$ cat src/rtl/hazard_scoreboard.sv
// rtl/hazard_scoreboard.sv - D-stage hazard controller: stall, rs/rt forwarding selects and mul/div busy tracking
module hazard_scoreboard #(
    parameter int MULT_CYC = 5,
    parameter int DIV_CYC  = 10
) (
    input  logic       clk,
    input  logic       reset,
    input  logic [4:0] D_rs,
    input  logic [4:0] D_rt,
    input  logic [1:0] D_Tuse_rs,
    input  logic [1:0] D_Tuse_rt,
    input  logic [4:0] D_wa,
    input  logic [1:0] D_Tnew,
    input  logic [1:0] D_md_op,
    input  logic       D_uses_hilo,
    output logic       stall,
    output logic [1:0] fwd_rs_sel,
    output logic [1:0] fwd_rt_sel,
    output logic       md_busy
);

    typedef struct packed {
        logic [4:0] wa;
        logic [1:0] tnew;
    } rec_t;

    localparam logic [1:0] MD_NONE = 2'b00;
    localparam logic [1:0] MD_MULT = 2'b01;
    localparam logic [1:0] MD_DIV  = 2'b10;

    rec_t       e_rec;
    rec_t       m_rec;
    rec_t       w_rec;
    logic [1:0] e_md;
    logic [3:0] md_cnt;

    logic [2:0] rs_res;
    logic [2:0] rt_res;
    logic       hilo_stall;
    logic [1:0] d_md;

    function automatic logic [1:0] dec_sat(input logic [1:0] t);
        return (t == 2'd0) ? 2'd0 : t - 2'd1;
    endfunction

    // Returns {stall, sel}; the nearest matching stage alone decides both.
    function automatic logic [2:0] resolve(
        input logic [4:0] r,
        input logic [1:0] tuse,
        input rec_t       e,
        input rec_t       m,
        input rec_t       w
    );
        logic       hit;
        logic [1:0] tn;
        logic [1:0] sel;
        hit = 1'b0;
        tn  = 2'd0;
        sel = 2'b00;
        if (r != 5'd0) begin
            if (e.wa == r) begin
                hit = 1'b1;
                tn  = e.tnew;
                sel = 2'b01;
            end else if (m.wa == r) begin
                hit = 1'b1;
                tn  = m.tnew;
                sel = 2'b10;
            end else if (w.wa == r) begin
                hit = 1'b1;
                tn  = w.tnew;
                sel = 2'b11;
            end
        end
        return {hit && (tuse != 2'd3) && (tn > tuse),
                (hit && tn == 2'd0) ? sel : 2'b00};
    endfunction

    always_comb begin
        d_md       = (D_md_op == 2'b11) ? MD_NONE : D_md_op;
        rs_res     = resolve(D_rs, D_Tuse_rs, e_rec, m_rec, w_rec);
        rt_res     = resolve(D_rt, D_Tuse_rt, e_rec, m_rec, w_rec);
        md_busy    = (md_cnt != 4'd0);
        hilo_stall = D_uses_hilo && (md_busy || (e_md != MD_NONE));
        stall      = rs_res[2] || rt_res[2] || hilo_stall;
        fwd_rs_sel = rs_res[1:0];
        fwd_rt_sel = rt_res[1:0];
    end

    always_ff @(posedge clk or negedge reset) begin
        if (!reset) begin
            e_rec  <= '0;
            m_rec  <= '0;
            w_rec  <= '0;
            e_md   <= MD_NONE;
            md_cnt <= 4'd0;
        end else begin
            w_rec <= '{wa: m_rec.wa, tnew: dec_sat(m_rec.tnew)};
            m_rec <= '{wa: e_rec.wa, tnew: dec_sat(e_rec.tnew)};
            if (stall) begin
                e_rec <= '0;
                e_md  <= MD_NONE;
            end else begin
                e_rec <= '{wa: D_wa, tnew: D_Tnew};
                e_md  <= d_md;
            end
            // A new mul/div leaving E restarts the busy window even if one is running.
            if (e_md == MD_MULT) begin
                md_cnt <= 4'(MULT_CYC);
            end else if (e_md == MD_DIV) begin
                md_cnt <= 4'(DIV_CYC);
            end else if (md_cnt != 4'd0) begin
                md_cnt <= md_cnt - 4'd1;
            end
        end
    end

endmodule
$ cat config.mk
export PLATFORM = sky130hd
export DESIGN_NAME = hazard_scoreboard
export DESIGN_NICKNAME = d
export VERILOG_FILES = /design/src/rtl/hazard_scoreboard.sv
export SDC_FILE = /design/constraint.sdc
export NUM_CORES = 1
export LEC_CHECK = 0
export BUFFER_PORTS_ARGS = -buffer_cell sky130_fd_sc_hd__buf_2
export CORE_ASPECT_RATIO = 0.8
export CORE_MARGIN = 8
export CORE_UTILIZATION = 55
export CTS_CLUSTER_SIZE = 40
export DETAILED_ROUTE_END_ITERATION = 8
export PLACE_DENSITY = 0.79
export SLEW_MARGIN = 5
export SYNTH_ARGS = -nofsm -noshare
export SYNTH_HDL_FRONTEND = slang
export SYNTH_SLANG_ARGS = --single-unit
export TNS_END_PERCENT = 50
$ cat constraint.sdc
create_clock -name clk -period 3.2 [get_ports clk]
set_input_delay 0.16 -clock clk [delete_from_list [all_inputs] [get_ports clk]]
set_output_delay 0.16 -clock clk [all_outputs]
set_load 0.01 [all_outputs]
# After elaboration in Yosys (flattened, before gate mapping)
# Cells that the tools add are included.
[totals]
ff_bits = 27
latch_bits = 0
mem_bits_rw = 0
romBits = 0
out_inout_bits = 6
elab_cells = 77
n_memories = 0
[classes]
addsub = 3
n_mul = 0
n_div = 0
order_cmp = 2
eq_ne = 11
n_shift = 0
muxes = 34
n_bitwise = 0
n_reduce_logical = 19
[ops]
columns = ["operator", "count"]
rows = [
  ["$mux 2", 22],
  ["$eq 5x5->1", 6],
  ["$mux 4", 3],
  ["$reduce_bool 5->1", 2],
  ["$logic_not 2->1", 4],
  ["$mux 1", 8],
  ["$logic_and 1x1->1", 7],
  ["$mux 7", 1],
  ["$eq 2x2->1 const B", 2],
  ["$gt 2x2->1", 2],
  ["$ne 2x2->1 const B", 2],
  ["$reduce_bool 4->1", 1],
  ["$sub 2x1->2 const B", 2],
  ["$sub 4x1->4 const B", 1],
  ["$logic_or 1x1->1", 3],
  ["$reduce_bool 3->1", 1],
  ["$eq 2x1->1 const B", 1],
  ["$reduce_bool 2->1", 1],
]

# Logic depth before layout (Yosys ltp)
[depth]
ltp_word = 10
ltp_mapped = 13
ltp_nobuf = 11

# Least setup slack after synthesis
# Ideal clock, no wire load.
[synth_path]
kind = "register to output"
from = "register m_rec[6] (netlist name)"
to = "output stall"
arrival_ns = 2.529
required_time_ns = 3.040
setup_slack_ns = 0.511
stages_incl_launch_ff = 12
n_path_buf = 1
cell_sequence = "dfrtp_1 -> xor2_1 -> or3_1 -> o211ai_1 -> a31oi_1 -> and2_1 -> ha_1 -> a21oi_1 -> a221oi_1 -> o311a_1 -> buf_2 -> or2_1"
[synth_between]
elab_chain_len = 8
elab_cells_between_ends = 22
cone_classes = "order compare: 2; eq/ne: 2; mux: 12; reduce/logical: 6"
[synth_lines]
columns = ["item", "line", "rtl"]
rows = [
  ["start: declaration", "32", "rec_t m_rec;"],
  ["start signal: assignment", "99", "m_rec <= '{wa: e_rec.wa, tnew: dec_sat(e_rec.tnew)};"],
  ["$eq 5x5->1", "65", "end else if (m.wa == r) begin"],
  ["$mux 2 or $mux 1 (tied branches)", "65", ""],
  ["$mux 2 or $mux 1 (tied branches)", "61", "if (e.wa == r) begin"],
  ["$mux 2 or $mux 1 (tied branches)", "60", "if (r != 5'd0) begin"],
  ["$gt 2x2->1 or $logic_and 1x1->1 (tied branches)", "75", "return {hit && (tuse != 2'd3) && (tn > tuse),"],
  ["$logic_and 1x1->1", "75", ""],
  ["$logic_or 1x1->1 * (2 in series)", "85", "stall = rs_res[2] || rt_res[2] || hilo_stall;"],
  ["end: declaration", "16", "output logic stall,"],
]
# Mark *: on every way between the ends. The rest lies on a longest branch, timed or not.

# Worst setup path after layout
[layout_path]
from = "register m_rec[2] (netlist name)"
to = "output stall"
# The elaborated chain is that of the path after synthesis.

==> results.yml <==
status:
  status: "finished, final reports clean"
die:
  fp.dieW_um: 79.01
  dieArea_um2: 5246
  start_util: 0.5703
  fp.dieH_um: 66.41
  rows: 18
  coreArea_um2: 3063
  pin_count: 32
clock_network:
  cts-root-buf: "clkbuf_8"
  tritoncts: "built"
  cts_max_level: 1
  numCtsBuffers: 3
  cts_max_path_buffers: 2
  cts_sinks: 27
  clkTransAtPathRegs_ns: 0.09
  clk_latency_ns: 0.28
power:
  peakVddDrop_v: 0.0003426
  powerDensity_nw_per_um2: 537.6
  power_mw: 1.105
  leakage_nw: 0.9181
logic_synthesis:
  ys_async_sr_fraction: 1.000
  synth.distinct_cells: 42
  synth_edf_count: 0
  ys_warn_count: 0
  synth-seq-cells: 27
  synth.area.top_cells: "dfrtp_1, xor2_1, xnor2_1"
  ys_seq_area_frac: 0.3868
  synth_fp_nets: 207
  avgSynthCellArea_um2: 9.981
  yosys.area.top_type: "dfrtp_1"
  synth_top_area_frac: 0.3868
  netlist_instances: 175
  ys.flop_type: "dfrtp_1"
  netlist_area_um2: 1747
layout:
  fin_cells: 250
  final_common_cell: "buf_2"
  diodes: 0
  stdcell_area_um2: 2054
  post-route-util: 0.6708
  area_growth_pct: 17.62
  final_cell_mix: "buf_2, dfrtp_1, xor2_1"
  drive_gt1_frac: 0.2810
  nets: 243
setup_path:
  worstPathRequired_ns: 3.04
  reg2reg_slack_ns: 0.39
  worst-endpoint-arrival_ns: 2.93
  crit_chain: "xor2_1 -> or3_4 -> o211ai_1 -> a31oi_2 -> and2_1 -> ha_4 -> a21oi_1 -> a221oi_2 -> o311a_1 -> or2_1 -> buf_2"
  worst_r2r_path_depth: 11
  cp-start-kind: "register"
  worst_setup_path_end_kind: "output pin"
  worstSetupPathType: "reg -> out"
  reg2reg_to: "e_rec[0]$_DFF_PN0_"
  cp_num_buf_inv: 1
  crit_fanout: 4
  max_stage_delay_ns: 0.43
  crit_path_top_delay_cell: "dfrtp_1"
  r2r-start: "m_rec[2]$_DFF_PN0_"
  critPathTopFamily: "compound AO/OA/AOI/OAI gates"
global_route:
  grt_pass1_wl_mm: 6.734
  grt-ovfl-total: 0
  grt_pass1_vias: 1427
  antenna_found_initial: 0
  grt_max_degree: 28
  gr-usage-all-layers: 0.1627
hold_path:
  holdPathEnd: "e_md[0]$_DFF_PN0_"
  hold_start: "D_md_op[1]"
  worstHoldPathType: "in -> reg"
  hold_depth: 2
timing:
  period_minus_slack_ns: 3.093
  min_period_over_period: 0.9665
  finalHoldViolCount: 0
  layout_setup_ws_ns: 0.1074
  worst_pin_slew_ns: 0.5869
  drv_slew: 0
  relSlewSlack: 0.6088
  setup_viol: 0
  tns_ns: 0
  clock.fmax_ghz: 0.3233
  skew_ns: 0.005967
  holdWs_ns: 0.07154
routing:
  vias: 1407
  wl_per_cell_um: 16.36
  ant_nets: 0
  dr_wl_met2_mm: 1.804
  first_iter_violations: 138
  wl_met1_mm: 1.980
  highest_layer: "met4"
  dr.pass1.iters: 4
  vias_per_cell: 5.628
  remaining_drc_errors: 0
  met3_length_um: 250
  wirelength_mm: 4.091
placement:
  portBuffers: 31
  place.gp.congestion: 0.9611
  placed_cell_area_um2: 1932
  dp.cells: 244
  place_ws_ns: 0.2955
  dp_hpwl_mm: 3.272
job:
  drv_cap: 0
## how the worst max path moves through the flow
stage	start	end	slack, ns	cells after the start
6_report	m_rec[2]$_DFF_PN0_	stall	0.11	11
5_1_grt	m_rec[2]$_DFF_PN0_	stall	-0.04	11
4_1_cts	m_rec[6]$_DFF_PN0_	stall	0.009	11
3_5_place_dp	w_rec[2]$_DFF_PN0_	e_rec[0]$_DFF_PN0_	0.30	10
3_3_place_gp	w_rec[2]$_DFF_PN0_	e_rec[6]$_DFF_PN0_	0.37	10
2_1_floorplan	m_rec[6]$_DFF_PN0_	stall	0.51	11
## timing repair
action / in CTS / in global routing
pin swaps: 0 / 5
setup endpoints to repair: 1 / 1
hold endpoints to repair: 27 / 0
gates cloned: 0 / 0
hold buffers: 1 / 0
buffers inserted: 0 / 1
resized for setup: 1 / 10
## power by group
group	leakage, nW	switching, mW	internal [mW]
combinational	0.554	0.218	0.189
clock	0.0261	0.117	0.0916
sequential	0.338	0.0787	0.411
total	0.918	0.413	0.692
## layout make-up
cell class / count / area [µm²]
Multi-Input combinational cell: 137 / 1065
Fill cell: 269 / 1008
Sequential cell: 27 / 675.6
Timing Repair Buffer: 35 / 187.7
Tap cell: 40 / 50.05
Clock buffer: 3 / 41.29
Inverter: 7 / 26.28
Clock inverter: 1 / 8.758
## sequential cells by signal (all words and copies together) (netlist names)
signal	count
e_rec	7
m_rec	7
w_rec	7
md_cnt	4
e_md	2
## logic make-up after synthesis
| group | after synthesis | share of synthesized area |
|---|---|---|
| compound gates | 29 | 0.1239 |
| fa+ha+maj | 6 | 0.04298 |
| flops | 27 | 0.3868 |
| simple gates | 70 | 0.2500 |
| mux | 1 | 0.005731 |
| buf+inv | 11 | 0.03510 |
| xor+xnor | 31 | 0.1554 |
## Yosys cell counts (all sizes together) (2+ instances only)
| master | instances |
|---|---|
| buf | 4 |
| ha | 6 |
| nor3 | 13 |
| or2 | 4 |
| o31a | 2 |
| a31oi | 2 |
| nand2b | 2 |
| o211ai | 4 |
| o21ai | 6 |
| nor2 | 12 |
| xnor2 | 14 |
| nand3 | 6 |
| xor2 | 17 |
| and2 | 5 |
| a211oi | 2 |
| inv | 7 |
| and3 | 2 |
| a21oi | 6 |
| nand2 | 5 |
| dfrtp | 27 |
| nor3b | 8 |
| a221oi | 2 |
| nor4b | 2 |
| nor2b | 5 |
## per-layer routing
metal  vias up  global-route usage
li1        682                   -
met1       674              0.2175
met2        44              0.2436
met3         7             0.04620
met4         0             0.05991
met5         -                   0
Power figures use the tool's default switching activity.
